`src/rtl/seq_shift_add_mult.sv`:
```
`default_nettype none
// ============================================================================
// Module  : seq_shift_add_mult
// Brief   : Multi-cycle shift-and-add multiplier with start/busy/done
//           handshake, full 2*WIDTH product and narrow-result overflow flag.
// Revision: 1.0
// ============================================================================
module seq_shift_add_mult #(
    parameter int WIDTH  = 16,
    parameter bit SIGNED = 1'b0
) (
    input  logic                 clk,
    input  logic                 re,
    input  logic                 start,
    input  logic [WIDTH-1:0]     a,
    input  logic [WIDTH-1:0]     b,
    output logic                 busy,
    output logic                 done,
    output logic [2*WIDTH-1:0]   product,
    output logic                 ovf
);

    localparam int              CW     = (WIDTH > 2) ? $clog2(WIDTH) : 1;
    localparam logic [CW-1:0]   C_LAST = CW'(WIDTH - 1);

    localparam logic [1:0] S_IDLE = 2'd0;
    localparam logic [1:0] S_RUN  = 2'd1;
    localparam logic [1:0] S_FIX  = 2'd2;

    logic [1:0]           r_state;
    logic [CW-1:0]        r_cnt;
    logic [WIDTH-1:0]     r_mcand;
    logic [WIDTH-1:0]     r_mplier;
    logic [WIDTH-1:0]     r_acc_hi;
    logic                 r_neg;
    logic                 r_done;
    logic [2*WIDTH-1:0]   r_product;
    logic                 r_ovf;

    logic                 w_a_neg;
    logic                 w_b_neg;
    logic [WIDTH-1:0]     w_a_mag;
    logic [WIDTH-1:0]     w_b_mag;
    logic [WIDTH:0]       w_sum;
    logic [2*WIDTH-1:0]   w_acc;
    logic [2*WIDTH-1:0]   w_res;
    logic                 w_ovf;

    // Negating the most negative value yields 2^(WIDTH-1), still exact as an unsigned magnitude.
    assign w_a_neg = SIGNED && a[WIDTH-1];
    assign w_b_neg = SIGNED && b[WIDTH-1];
    assign w_a_mag = w_a_neg ? -a : a;
    assign w_b_mag = w_b_neg ? -b : b;

    // Low product bits shift into the multiplier register as its bits are consumed.
    assign w_sum = {1'b0, r_acc_hi} + (r_mplier[0] ? {1'b0, r_mcand} : {(WIDTH+1){1'b0}});
    assign w_acc = {r_acc_hi, r_mplier};
    assign w_res = r_neg ? -w_acc : w_acc;

    generate
        if (SIGNED) begin : g_ovf_signed
            assign w_ovf = (|w_res[2*WIDTH-1:WIDTH-1]) && !(&w_res[2*WIDTH-1:WIDTH-1]);
        end else begin : g_ovf_unsigned
            assign w_ovf = |w_res[2*WIDTH-1:WIDTH];
        end
    endgenerate

    always_ff @(posedge clk) begin
        if (!re) begin
            r_state   <= S_IDLE;
            r_cnt     <= '0;
            r_mcand   <= '0;
            r_mplier  <= '0;
            r_acc_hi  <= '0;
            r_neg     <= 1'b0;
            r_done    <= 1'b0;
            r_product <= '0;
            r_ovf     <= 1'b0;
        end else begin
            r_done <= 1'b0;
            case (r_state)
                S_IDLE: begin
                    if (start) begin
                        r_mcand  <= w_a_mag;
                        r_mplier <= w_b_mag;
                        r_neg    <= w_a_neg ^ w_b_neg;
                        r_acc_hi <= '0;
                        r_cnt    <= '0;
                        r_state  <= S_RUN;
                    end
                end
                S_RUN: begin
                    r_acc_hi <= w_sum[WIDTH:1];
                    r_mplier <= {w_sum[0], r_mplier[WIDTH-1:1]};
                    r_cnt    <= r_cnt + 1'b1;
                    if (r_cnt == C_LAST) begin
                        r_state <= S_FIX;
                    end
                end
                S_FIX: begin
                    r_product <= w_res;
                    r_ovf     <= w_ovf;
                    r_done    <= 1'b1;
                    r_state   <= S_IDLE;
                end
                default: begin
                    r_state <= S_IDLE;
                end
            endcase
        end
    end

    assign busy    = (r_state == S_RUN) || (r_state == S_FIX);
    assign done    = r_done;
    assign product = r_product;
    assign ovf     = r_ovf;

endmodule
`default_nettype wire

```
`config.mk`:
```
export PLATFORM = sky130hd
export DESIGN_NAME = seq_shift_add_mult
export DESIGN_NICKNAME = d
export VERILOG_FILES = /design/src/rtl/seq_shift_add_mult.sv
export SDC_FILE = /design/constraint.sdc
export NUM_CORES = 1
export LEC_CHECK = 0
export BUFFER_PORTS_ARGS = -buffer_cell sky130_fd_sc_hd__buf_2
export CAP_MARGIN = 10
export CORE_UTILIZATION = 55
export CTS_BUF_LIST = sky130_fd_sc_hd__clkbuf_16
export DETAILED_ROUTE_END_ITERATION = 7
export PLACE_DENSITY = 0.74
export SLEW_MARGIN = 30
export SYNTH_ARGS = -nofsm -noshare
export SYNTH_HDL_FRONTEND = slang
export SYNTH_SLANG_ARGS = --single-unit
```
`constraint.sdc`:
```
create_clock -name clk -period 5.2 [get_ports clk]
set_input_delay 0.52 -clock clk [delete_from_list [all_inputs] [get_ports clk]]
set_output_delay 0.52 -clock clk [all_outputs]
set_load 0.03 [all_outputs]
```
======== After elaboration in Yosys (flattened, before gate mapping) ========
Index checks and enable logic that the tools add are counted.
word-level totals
  register bits after elaboration ......... 88
  output and inout port bits .............. 35
operators by class
  $add $sub $neg .......................... 2
  equality and inequality tests ........... 5
  muxes and demuxes ....................... 11
  reductions and logical operators ........ 7
operator list
  cell                                                              count
  16-bit case mux with 2 select lines                               2
  16-bit 2-to-1 mux                                                 3
  16-bit by 16-bit adder with 17-bit output                         1
  16-bit OR reduction                                               1
  4-bit case mux with 2 select lines                                1
  2-bit AND reduction                                               3
  4-bit by 1-bit adder with 4-bit output (second input constant)    1
  4-bit == test (second input constant)                             1
  2-bit 2-to-1 mux                                                  2
  4-bit 2-to-1 mux                                                  1
  2-bit != test (second input constant)                             2
  2-bit case mux with 2 select lines                                1
  2-bit by 1-bit == test with 1-bit output (second input constant)  1
  2-bit == test (second input constant)                             1
  2-bit logical NOT                                                 1
  2-bit nonzero test                                                1
  1-bit logical OR                                                  1
  1-bit 2-to-1 mux                                                  1

======== Logic depth before layout (Yosys ltp) ========
Gate-level depths: netlist of the first run.
  depth after elaboration ................. 3
  mapped depth ............................ 12

======== Worst setup path after synthesis of the first run ========
OpenSTA, ideal clock, no wires.
  kind .................................... register to register
  start ................................... register r_mplier[0]
  end ..................................... register r_acc_hi[11]
  setup time .............................. 0.122 ns
  arrival ................................. 2.420 ns
  path slack .............................. 2.659 ns
  cell stages (with the launch flop) ...... 13
  path buffers ............................ 2
  period minus slack after synthesis ...... 2.541 ns
  path through ............................ dfxtp_1 > clkbuf_1 > clkbuf_1 > and2_1 > ha_1 > inv_1 > fa_1 > nor2b_4 > o2111ai_2 > nand3b_2 > a211o_1 > a311oi_1 > a221o_1
on the way
  word-level cells in the longest chain between the ends .. 3
RTL lines
  item                                       RTL line  source
  start, declared                            33        logic [WIDTH-1:0] r_mplier;
  start signal, assigned                     85        r_mplier <= w_b_mag;
  start signal, assigned                     94        r_mplier <= {w_sum[0], r_mplier[WIDTH-1:1]};
  16-bit 2-to-1 mux                          56        assign w_sum = {1'b0, r_acc_hi} + (r_mplier[0] ? {1'b0, r_mcand} : {(WIDTH+1){1'b0}});
  16-bit by 16-bit adder with 17-bit output  56
  16-bit case mux with 2 select lines        81        case (r_state)
  end signal, assigned                       93        r_acc_hi <= w_sum[WIDTH:1];
  end, declared                              34        logic [WIDTH-1:0] r_acc_hi;
No other way between the ends.
A chain may end at the register's enable or synchronous reset.

======== Worst setup path in the final report of the first run ========
Same ends and word-level chain as after synthesis.

==> results of run 1 <==
## cells in the mapped netlist (4+ instances only)
cell type,n
a211oi_1,13
a21o_1,4
a21oi_1,38
a22oi_1,6
a31oi_1,4
and2_1,20
buf_1,5
buf_2,5
clkbuf_1,18
dfxtp_1,88
ha_1,20
inv_1,6
mux2i_1,46
nand2_1,54
nor2_1,60
nor3_1,4
nor4_1,4
o21ai_0,4
o21ai_1,10
o221ai_1,4
xnor2_1,6
xor2_1,6
## per-stage QoR
stage               instance area (um2)  utilization
floorplan                          4120            -
global placement                   4500        0.620
detailed placement                 4520        0.623
CTS                                4840        0.667
global route                       4840        0.667
finish                             4840        0.667
## kinds of logic after synthesis
kind of cell / count (synthesis) / share of synthesized area
buf+inv: 35 / 0.0334
flops: 88 / 0.428
mux: 46 / 0.112
fa+ha+maj: 21 / 0.0656
compound gates: 103 / 0.161
simple gates: 159 / 0.176
xor+xnor: 12 / 0.0255
## placed cells by master, fill, tap and decap left out, drive strengths merged, types with 3 or more instances in the layout
| master | n |
|---|---|
| and4 | 3 |
| nor4 | 4 |
| nor2 | 60 |
| clkinvlp | 3 |
| a211oi | 13 |
| and2 | 20 |
| o221ai | 4 |
| xor2 | 6 |
| o22ai | 3 |
| nand2 | 54 |
| dfxtp | 88 |
| a21oi | 39 |
| clkbuf | 9 |
| buf | 71 |
| xnor2 | 6 |
| o21ai | 14 |
| o21a | 3 |
| ha | 20 |
| nor3 | 4 |
| a22oi | 6 |
| mux2i | 46 |
| nand2b | 3 |
| a31oi | 4 |
| nor2b | 3 |
| a21o | 4 |
| inv | 7 |
## routing by layer
metal,track usage,vias up
li1,-,1740
met1,0.311,1507
met2,0.394,82
met3,0.0662,18
met4,0.107,0
met5,0,-
## registers in the layout, indices dropped and copies added (netlist names)
register and flops:
r_mcand 16, done 1, product 32, ovf 1
r_acc_hi 16, r_state 2, r_mplier 16, r_cnt 4
## how the worst min path moves through the flow
stage | startpoint | to | cells past startpoint
final | a[11] | r_mcand[11] | 3
after global routing | a[12] | r_mcand[12] | 3
after CTS | a[11] | r_mcand[11] | 3
after detailed placement | r_mcand[0] | r_mcand[0] | 2
after global placement | r_mcand[3] | r_mcand[3] | 2
after floorplan | r_mcand[0] | r_mcand[0] | 2
## worst register-to-register path, delay by kind of cell (launching register included)
| family | cells | cell delay [ns] |
|---|---|---|
| AOI/OAI and AO/OA | 4 | 0.78 |
| adders and majority gates | 2 | 0.60 |
| buffers and inverters | 1 | 0.06 |
| DFF | 1 | 0.64 |
| and+or+nand+nor | 3 | 0.49 |
## area by class of cell
type                            count  area [um2]  share of cell area
Multi-Input combinational cell    341        2240               0.464
Tap cell                           99         124              0.0256
Sequential cell                    88        1760               0.364
Inverter                            7        26.3             0.00543
Clock inverter                      7        96.3              0.0199
Clock buffer                        9         225              0.0465
Timing Repair Buffer               71         360              0.0745
## where the power goes
| group | total (W) | switching (W) | internal (W) |
|---|---|---|---|
| Clock | 0.000680 | 0.000260 | 0.000420 |
| Combinational | 0.000136 | 0.0000845 | 0.0000519 |
| Sequential | 0.000722 | 0.0000217 | 0.000700 |
==> impl_metrics.json, run 1 <==
{
  "status": "completed",
  "period_needed_ns": 2.69,
  "highest_layer": "met4",
  "overflow": 0,
  "ctsResizeCount": 0,
  "cts-buffers-inserted": 9,
  "cts.clk_slew.worst_paths_ns": 0.06,
  "setup_viol": 0,
  "ff2ff_path_depth": 10,
  "area_growth_syn_to_layout_pct": 17.4,
  "dpl.hpwl_um": 6120,
  "synth_area_um2": 4120,
  "cts_setup_buffers": 0,
  "wl_met3_um": 401,
  "antenna_left": 0,
  "core_area_um2": 7250,
  "max_freq_ghz": 0.371,
  "wl_per_cell_um": 13.9,
  "antenna_found_initial": 0,
  "dp_cells": 606,
  "portBuffers": 69,
  "peakVddDrop_mv": 0.265,
  "die_h_um": 88.6,
  "antenna_cells": 0,
  "grt_max_degree": 74,
  "path_buf_inv": 1,
  "ys_seq_area_frac": 0.428,
  "fin_setup_tns_ns": 0,
  "synth_edf_count": 0,
  "yosys-top-cells-area": "dfxtp_1, mux2i_1, ha_1",
  "power.density_nw_per_um2": 318,
  "p_leak_nw": 2.03,
  "ctsHtreeMaxLevel": 3,
  "wl_met2_um": 3880,
  "worstHoldPathType": "in -> reg",
  "relSlewSlack": 0.483,
  "io_pins": 70,
  "grt_setup_unrepaired": "false",
  "worstPathCellList": "and2_1 -> ha_1 -> inv_1 -> fa_1 -> nor2b_4 -> o2111ai_2 -> nand3b_2 -> a211o_1 -> a311oi_1 -> a221o_1",
  "power_w": 0.00154,
  "dp_slack_ns": 2.53,
  "vias": 3347,
  "hold_ws_ns": 0.412,
  "yosys_warnings": 0,
  "worstPathArrival_ns": 2.92,
  "worstMarginPinSlew_ns": 0.770,
  "r2r_slack_ns": 2.51,
  "syn-num-nets": 520,
  "fin_skew_ns": 0.00782,
  "path_depth": 10,
  "fin_nets": 574,
  "crit_family": "compound AO/OA/AOI/OAI gates",
  "place_congestion": 0.883,
  "instances_no_fill": 622,
  "grt_pass1_vias": 3154,
  "slowest_delay_ns": 0.64,
  "hold_buffers": 0,
  "start_util": 0.568,
  "grt_pass1_wl_um": 14700,
  "cp_data_required_time_ns": 5.42,
  "r2r-start": "r_mplier[0]",
  "layout-drive-gt1-share": 0.182,
  "startpoint": "r_mplier[0]",
  "synth_ff_type": "dfxtp_1",
  "fin_crit_sh": 0.518,
  "path_max_fanout": 19,
  "r2r_end": "r_acc_hi[11]",
  "finalMaxSlewViolations": 0,
  "cap_violations": 0,
  "chipWidth_um": 88.6,
  "grt.total_usage": 0.246,
  "dr.pass1.iters": 4,
  "insertion_delay_ns": 0.34,
  "routed_via_density": 5.38,
  "final.setup.worst_slack_ns": 2.51,
  "wl_um": 8640,
  "hold_violations": 0,
  "clock-root-buffer": "clkbuf_16",
  "yosysTopAreaCell": "dfxtp_1",
  "rows": 31,
  "synthCells": 464,
  "drt_iter0_drc": 203,
  "clock_sinks": 88,
  "synth_top_area_frac": 0.428,
  "cp-end-kind": "register",
  "nFillCells": 624,
  "crit_end": "r_acc_hi[11]",
  "die-area_um2": 7840,
  "slowest_stage": "dfxtp_1",
  "wl_met1_um": 4150,
  "synth-seq-cells": 88,
  "syn-mean-instance-area_um2": 8.88,
  "clock_path_buffers": 2,
  "cts_tree": "yes",
  "async_flop_share": 0,
  "cp-start-kind": "register",
  "path_class": "reg -> reg",
  "drcViolationCount": 0,
  "ys_types": 48
}
Note: power is estimated with default switching activity, not from simulation.
==> run 2, diff against run 1 <==
==> constraint.sdc (replaced) <==
create_clock -name clk -period 2.7 [get_ports clk]
set_input_delay 0.27 -clock clk [delete_from_list [all_inputs] [get_ports clk]]
set_output_delay 0.27 -clock clk [all_outputs]
set_load 0.03 [all_outputs]
==> run 2 against run 1 <==
Non-clock buffer count is 7 higher; total power is 98% higher; clock-buffer cell count stayed put; critical endpoint unchanged; largest power group unchanged.
==> impl_metrics.json, run 2 (synthesis gave the netlist of run 1 again) <==
{
  "clock_sinks": 88,
  "instances_no_fill": 627,
  "final_area_um2": 4880,
  "path_max_fanout": 9,
  "multi_input_comb_area_um2": 2230,
  "place_area_um2": 4550,
  "use_met3": 0.0476,
  "rows": 31,
  "cp_data_required_time_ns": 2.93,
  "layout_commonest_cell": "dfxtp_1",
  "clkPwrFrac": 0.453,
  "drcViolationCount": 0,
  "cp-end-kind": "register",
  "grt_max_degree": 57,
  "die_h_um": 88.6,
  "ctsResizeCount": 0,
  "cts-buffers-inserted": 9,
  "grt_pass1_wl_um": 15300,
  "p_leak_nw": 2.08,
  "relSlewSlack": 0.512,
  "grt.total_usage": 0.256,
  "setup_viol": 0,
  "peakVddDrop_mv": 0.339,
  "dp_cells": 613,
  "area_growth_syn_to_layout_pct": 18.3,
  "regArea_um2": 1760,
  "final_cell_mix": "dfxtp_1, buf_2, nor2_1",
  "vias": 3461,
  "power_frac_seq": 0.456,
  "p_sw_frac": 0.230,
  "grt_pass1_vias": 3233,
  "antenna_found_initial": 0,
  "io_pins": 70,
  "routed_via_density": 5.52,
  "wl_per_cell_um": 14.7,
  "grt.busiest_layer": "met2",
  "power_w": 0.00304,
  "combPwrFrac": 0.091,
  "grt_setup_unrepaired": "false",
  "cell_internal_pwr_w": 0.00234,
  "cts.clk_slew.worst_paths_ns": 0.06,
  "antenna_left": 0,
  "insertion_delay_ns": 0.34,
  "place_congestion": 0.927,
  "drt_iter0_drc": 173,
  "portBuffers": 69,
  "antenna_cells": 0,
  "wl_um": 9240,
  "start_util": 0.568,
  "worstMarginPinSlew_ns": 0.728,
  "worstPathArrival_ns": 2.74,
  "max_freq_ghz": 0.397,
  "core_area_um2": 7250,
  "finalMaxSlewViolations": 0,
  "period_needed_ns": 2.52,
  "cap_violations": 0,
  "grt_use_met1": 0.336,
  "largest_reg_flops": 32,
  "clock_path_buffers": 2,
  "fin_setup_tns_ns": 0,
  "overflow": 0,
  "chipWidth_um": 88.6,
  "path_class": "reg -> reg",
  "nFillCells": 624,
  "fin_skew_ns": 0.00691,
  "fin_nets": 581,
  "ctsHtreeMaxLevel": 3,
  "fin_crit_sh": 0.933,
  "grtUsageMet2": 0.415,
  "power.density_nw_per_um2": 624,
  "dr.pass1.iters": 6,
  "switchingPower_w": 0.000698,
  "cts_setup_buffers": 0,
  "layout-drive-gt1-share": 0.188,
  "hold_violations": 0,
  "worstHoldPathType": "in -> reg",
  "status": "completed",
  "dpl.hpwl_um": 6430,
  "hold_buffers": 0,
  "cp-start-kind": "register",
  "clock-root-buffer": "clkbuf_16",
  "die-area_um2": 7840,
  "cts_tree": "yes"
}
-- run 2: layout make-up --
cell class                      instances  share of cell area
Multi-Input combinational cell        341               0.457
Clock buffer                            9              0.0462
Timing Repair Buffer                   78              0.0847
Sequential cell                        88               0.361
Tap cell                               99              0.0254
Clock inverter                          5              0.0203
Inverter                                7             0.00539
-- run 2: final timing paths --
check / start / end / slack, ns / cells after the start
setup / recovery: r_mplier[0] / r_acc_hi[11] / 0.18 / 10
hold / removal: a[14] / r_mcand[14] / 0.17 / 3
setup reg to reg: r_mplier[0] / r_acc_hi[11] / 0.18 / 10
hold reg to reg: r_mcand[5] / r_mcand[5] / 0.45 / 2
-- run 2: metal layers --
layer	wire length [um]	share of wire
met1	4380	0.47
met2	4310	0.47
met3	424	0.046
met4	127	0.014
met5	0	0
-- run 2: worst max-delay path: stages (launching register included) --
cell	delay [ns]
dfxtp_1	0.38
and2_1	0.20
ha_1	0.19
inv_1	0.07
fa_1	0.25
nor2b_4	0.06
o2111ai_2	0.18
nand3b_2	0.14
a211o_1	0.37
a31o_1	0.25
a221o_1	0.31
-- run 2: power by group through the flow --
stage / Clock [W] / Combinational (W) / Sequential, W
after detailed placement: 0 / 0.000276 / 0.00141
after global placement: 0 / 0.000269 / 0.00141
after CTS: 0.00139 / 0.000279 / 0.00139
final: 0.00138 / 0.000277 / 0.00139
after global routing: 0.00144 / 0.000312 / 0.00139
after floorplan: 0 / 0.000203 / 0.00140
-- run 2: through the flow --
stage,worst slack (ns),hold WS (ns),utilization
finish,0.181,0.166,0.672
global route,0.0879,0.170,0.672
CTS,0.200,0.165,0.672
detailed placement,0.213,0.444,0.628
global placement,0.294,0.442,0.628
floorplan,0.159,0.406,-
==> run 3, diff against run 2 <==
--- a/config.mk
+++ b/config.mk
@@ -8,7 +8,7 @@
 export BUFFER_PORTS_ARGS = -buffer_cell sky130_fd_sc_hd__buf_2
 export CAP_MARGIN = 10
 export CORE_UTILIZATION = 55
-export CTS_BUF_LIST = sky130_fd_sc_hd__clkbuf_16
+export CTS_BUF_LIST = sky130_fd_sc_hd__clkbuf_4 sky130_fd_sc_hd__clkbuf_8
 export DETAILED_ROUTE_END_ITERATION = 7
 export PLACE_DENSITY = 0.74
 export SLEW_MARGIN = 30
==> run 3 against run 2 <==
Routed wire length down 1.4%; non-clock buffer count stayed put; register-to-register slack is essentially flat; final area decreased by 2.0%; worst setup slack better by 0.0018 ns; largest power group unchanged.
==> impl_metrics.json, run 3 (synthesis gave the netlist of run 1 again) <==
{
  "min-delay-start": "a[14]",
  "wl_um": 9110,
  "power.density_nw_per_um2": 568,
  "insertion_delay_ns": 0.35,
  "final_cell_mix": "dfxtp_1, buf_2, nor2_1",
  "hold_ws_ns": 0.153,
  "cts_tree": "yes",
  "antenna_found_initial": 0,
  "chipWidth_um": 88.6,
  "place_congestion": 0.927,
  "grt.total_usage": 0.249,
  "grt_setup_unrepaired": "false",
  "worstMarginPinSlew_ns": 0.781,
  "grt_pass1_wl_um": 15100,
  "layout-drive-gt1-share": 0.189,
  "layout_commonest_cell": "dfxtp_1",
  "io_pins": 70,
  "place_area_um2": 4550,
  "ctsResizeCount": 0,
  "core_area_um2": 7250,
  "cts.clk_slew.worst_paths_ns": 0.08,
  "slowest_stage": "dfxtp_1",
  "r2r-start": "r_mplier[0]",
  "fin_skew_ns": 0.00815,
  "antenna_cells": 0,
  "rows": 31,
  "drcViolationCount": 0,
  "dp_cells": 613,
  "path_class": "reg -> reg",
  "area_growth_syn_to_layout_pct": 16.0,
  "grt_pass1_vias": 3189,
  "overflow": 0,
  "vias": 3440,
  "hold_violations": 0,
  "fin_crit_sh": 0.932,
  "path_max_fanout": 9,
  "slowest_delay_ns": 0.39,
  "fin_setup_tns_ns": 0,
  "path_buf_inv": 1,
  "finalMaxSlewViolations": 0,
  "hold_buffers": 0,
  "worstPathArrival_ns": 2.76,
  "startpoint": "r_mplier[0]",
  "antenna_left": 0,
  "cap_violations": 0,
  "worstHoldPathType": "in -> reg",
  "start_util": 0.568,
  "clock-root-buffer": "clkbuf_8",
  "cp-end-kind": "register",
  "drt_iter0_drc": 143,
  "relSlewSlack": 0.476,
  "fin_nets": 581,
  "die_h_um": 88.6,
  "portBuffers": 69,
  "status": "completed",
  "dpl.hpwl_um": 6430,
  "setup_viol": 0,
  "cp-start-kind": "register",
  "power_w": 0.00271,
  "cts-buffers-inserted": 9,
  "routed_via_density": 5.49,
  "peakVddDrop_mv": 0.389,
  "crit_family": "compound AO/OA/AOI/OAI gates",
  "final_area_um2": 4780,
  "cts_setup_buffers": 0,
  "wl_per_cell_um": 14.5,
  "clock_sinks": 88,
  "cp_data_required_time_ns": 2.94,
  "instances_no_fill": 627,
  "worstPathCellList": "and2_1 -> ha_1 -> inv_1 -> fa_1 -> nor2b_4 -> o2111ai_2 -> nand3b_2 -> a211o_1 -> a31o_1 -> a221o_1",
  "largest_reg_flops": 32,
  "dr.pass1.iters": 4,
  "die-area_um2": 7840,
  "period_needed_ns": 2.52,
  "p_leak_nw": 2.03,
  "max_freq_ghz": 0.397,
  "ctsHtreeMaxLevel": 3,
  "clock_path_buffers": 2,
  "grt_max_degree": 57
}
## run 3: cell count changes in the layout (fill, tap and decap cells not counted), sizes merged
| cell | change |
|---|---|
| inv | -1 |
| clkbuf | +1 |
## run 3: worst paths after layout
path | to | slack [ns] | cells past startpoint
hold / removal | r_mcand[14] | 0.15 | 3
setup reg to reg | r_acc_hi[11] | 0.18 | 10
hold reg to reg | r_mcand[5] | 0.45 | 2
setup / recovery | r_acc_hi[11] | 0.18 | 10
## run 3: layout make-up
class	instances	area, um2
Timing Repair Buffer	78	413
Fill cell	643	2470
Sequential cell	88	1760
Inverter	7	26.3
Tap cell	99	124
Multi-Input combinational cell	341	2230
Clock inverter	4	95.1
Clock buffer	10	131
## run 3: worst register-to-register path: stages, from the launching register on
cell and delay (ns):
dfxtp_1 0.39, and2_1 0.20, ha_1 0.19, inv_1 0.07, fa_1 0.25, nor2b_4 0.06, o2111ai_2 0.18, nand3b_2 0.14
a211o_1 0.37, a31o_1 0.25, a221o_1 0.30
## run 3: layer usage
layer  vias up  GRT usage  wire, um
li1       1744          -         -
met1      1591      0.340      4250
met5         -          0         0
met4         0     0.0704        88
met3         9     0.0438       532
met2        96      0.404      4240
## run 3: where the power goes
group | leakage, nW | switching [W] | internal [W]
Sequential | 0.716 | 0.0000374 | 0.00135
Combinational | 1.20 | 0.000170 | 0.000107
Clock | 0.116 | 0.000440 | 0.000614
## run 3: per-stage QoR
stage | util | setup slack [ns]
final | 0.659 | 0.183
after global routing | 0.659 | 0.0831
after CTS | 0.659 | 0.196
after detailed placement | 0.628 | 0.213
after global placement | 0.628 | 0.294
after floorplan | - | 0.159
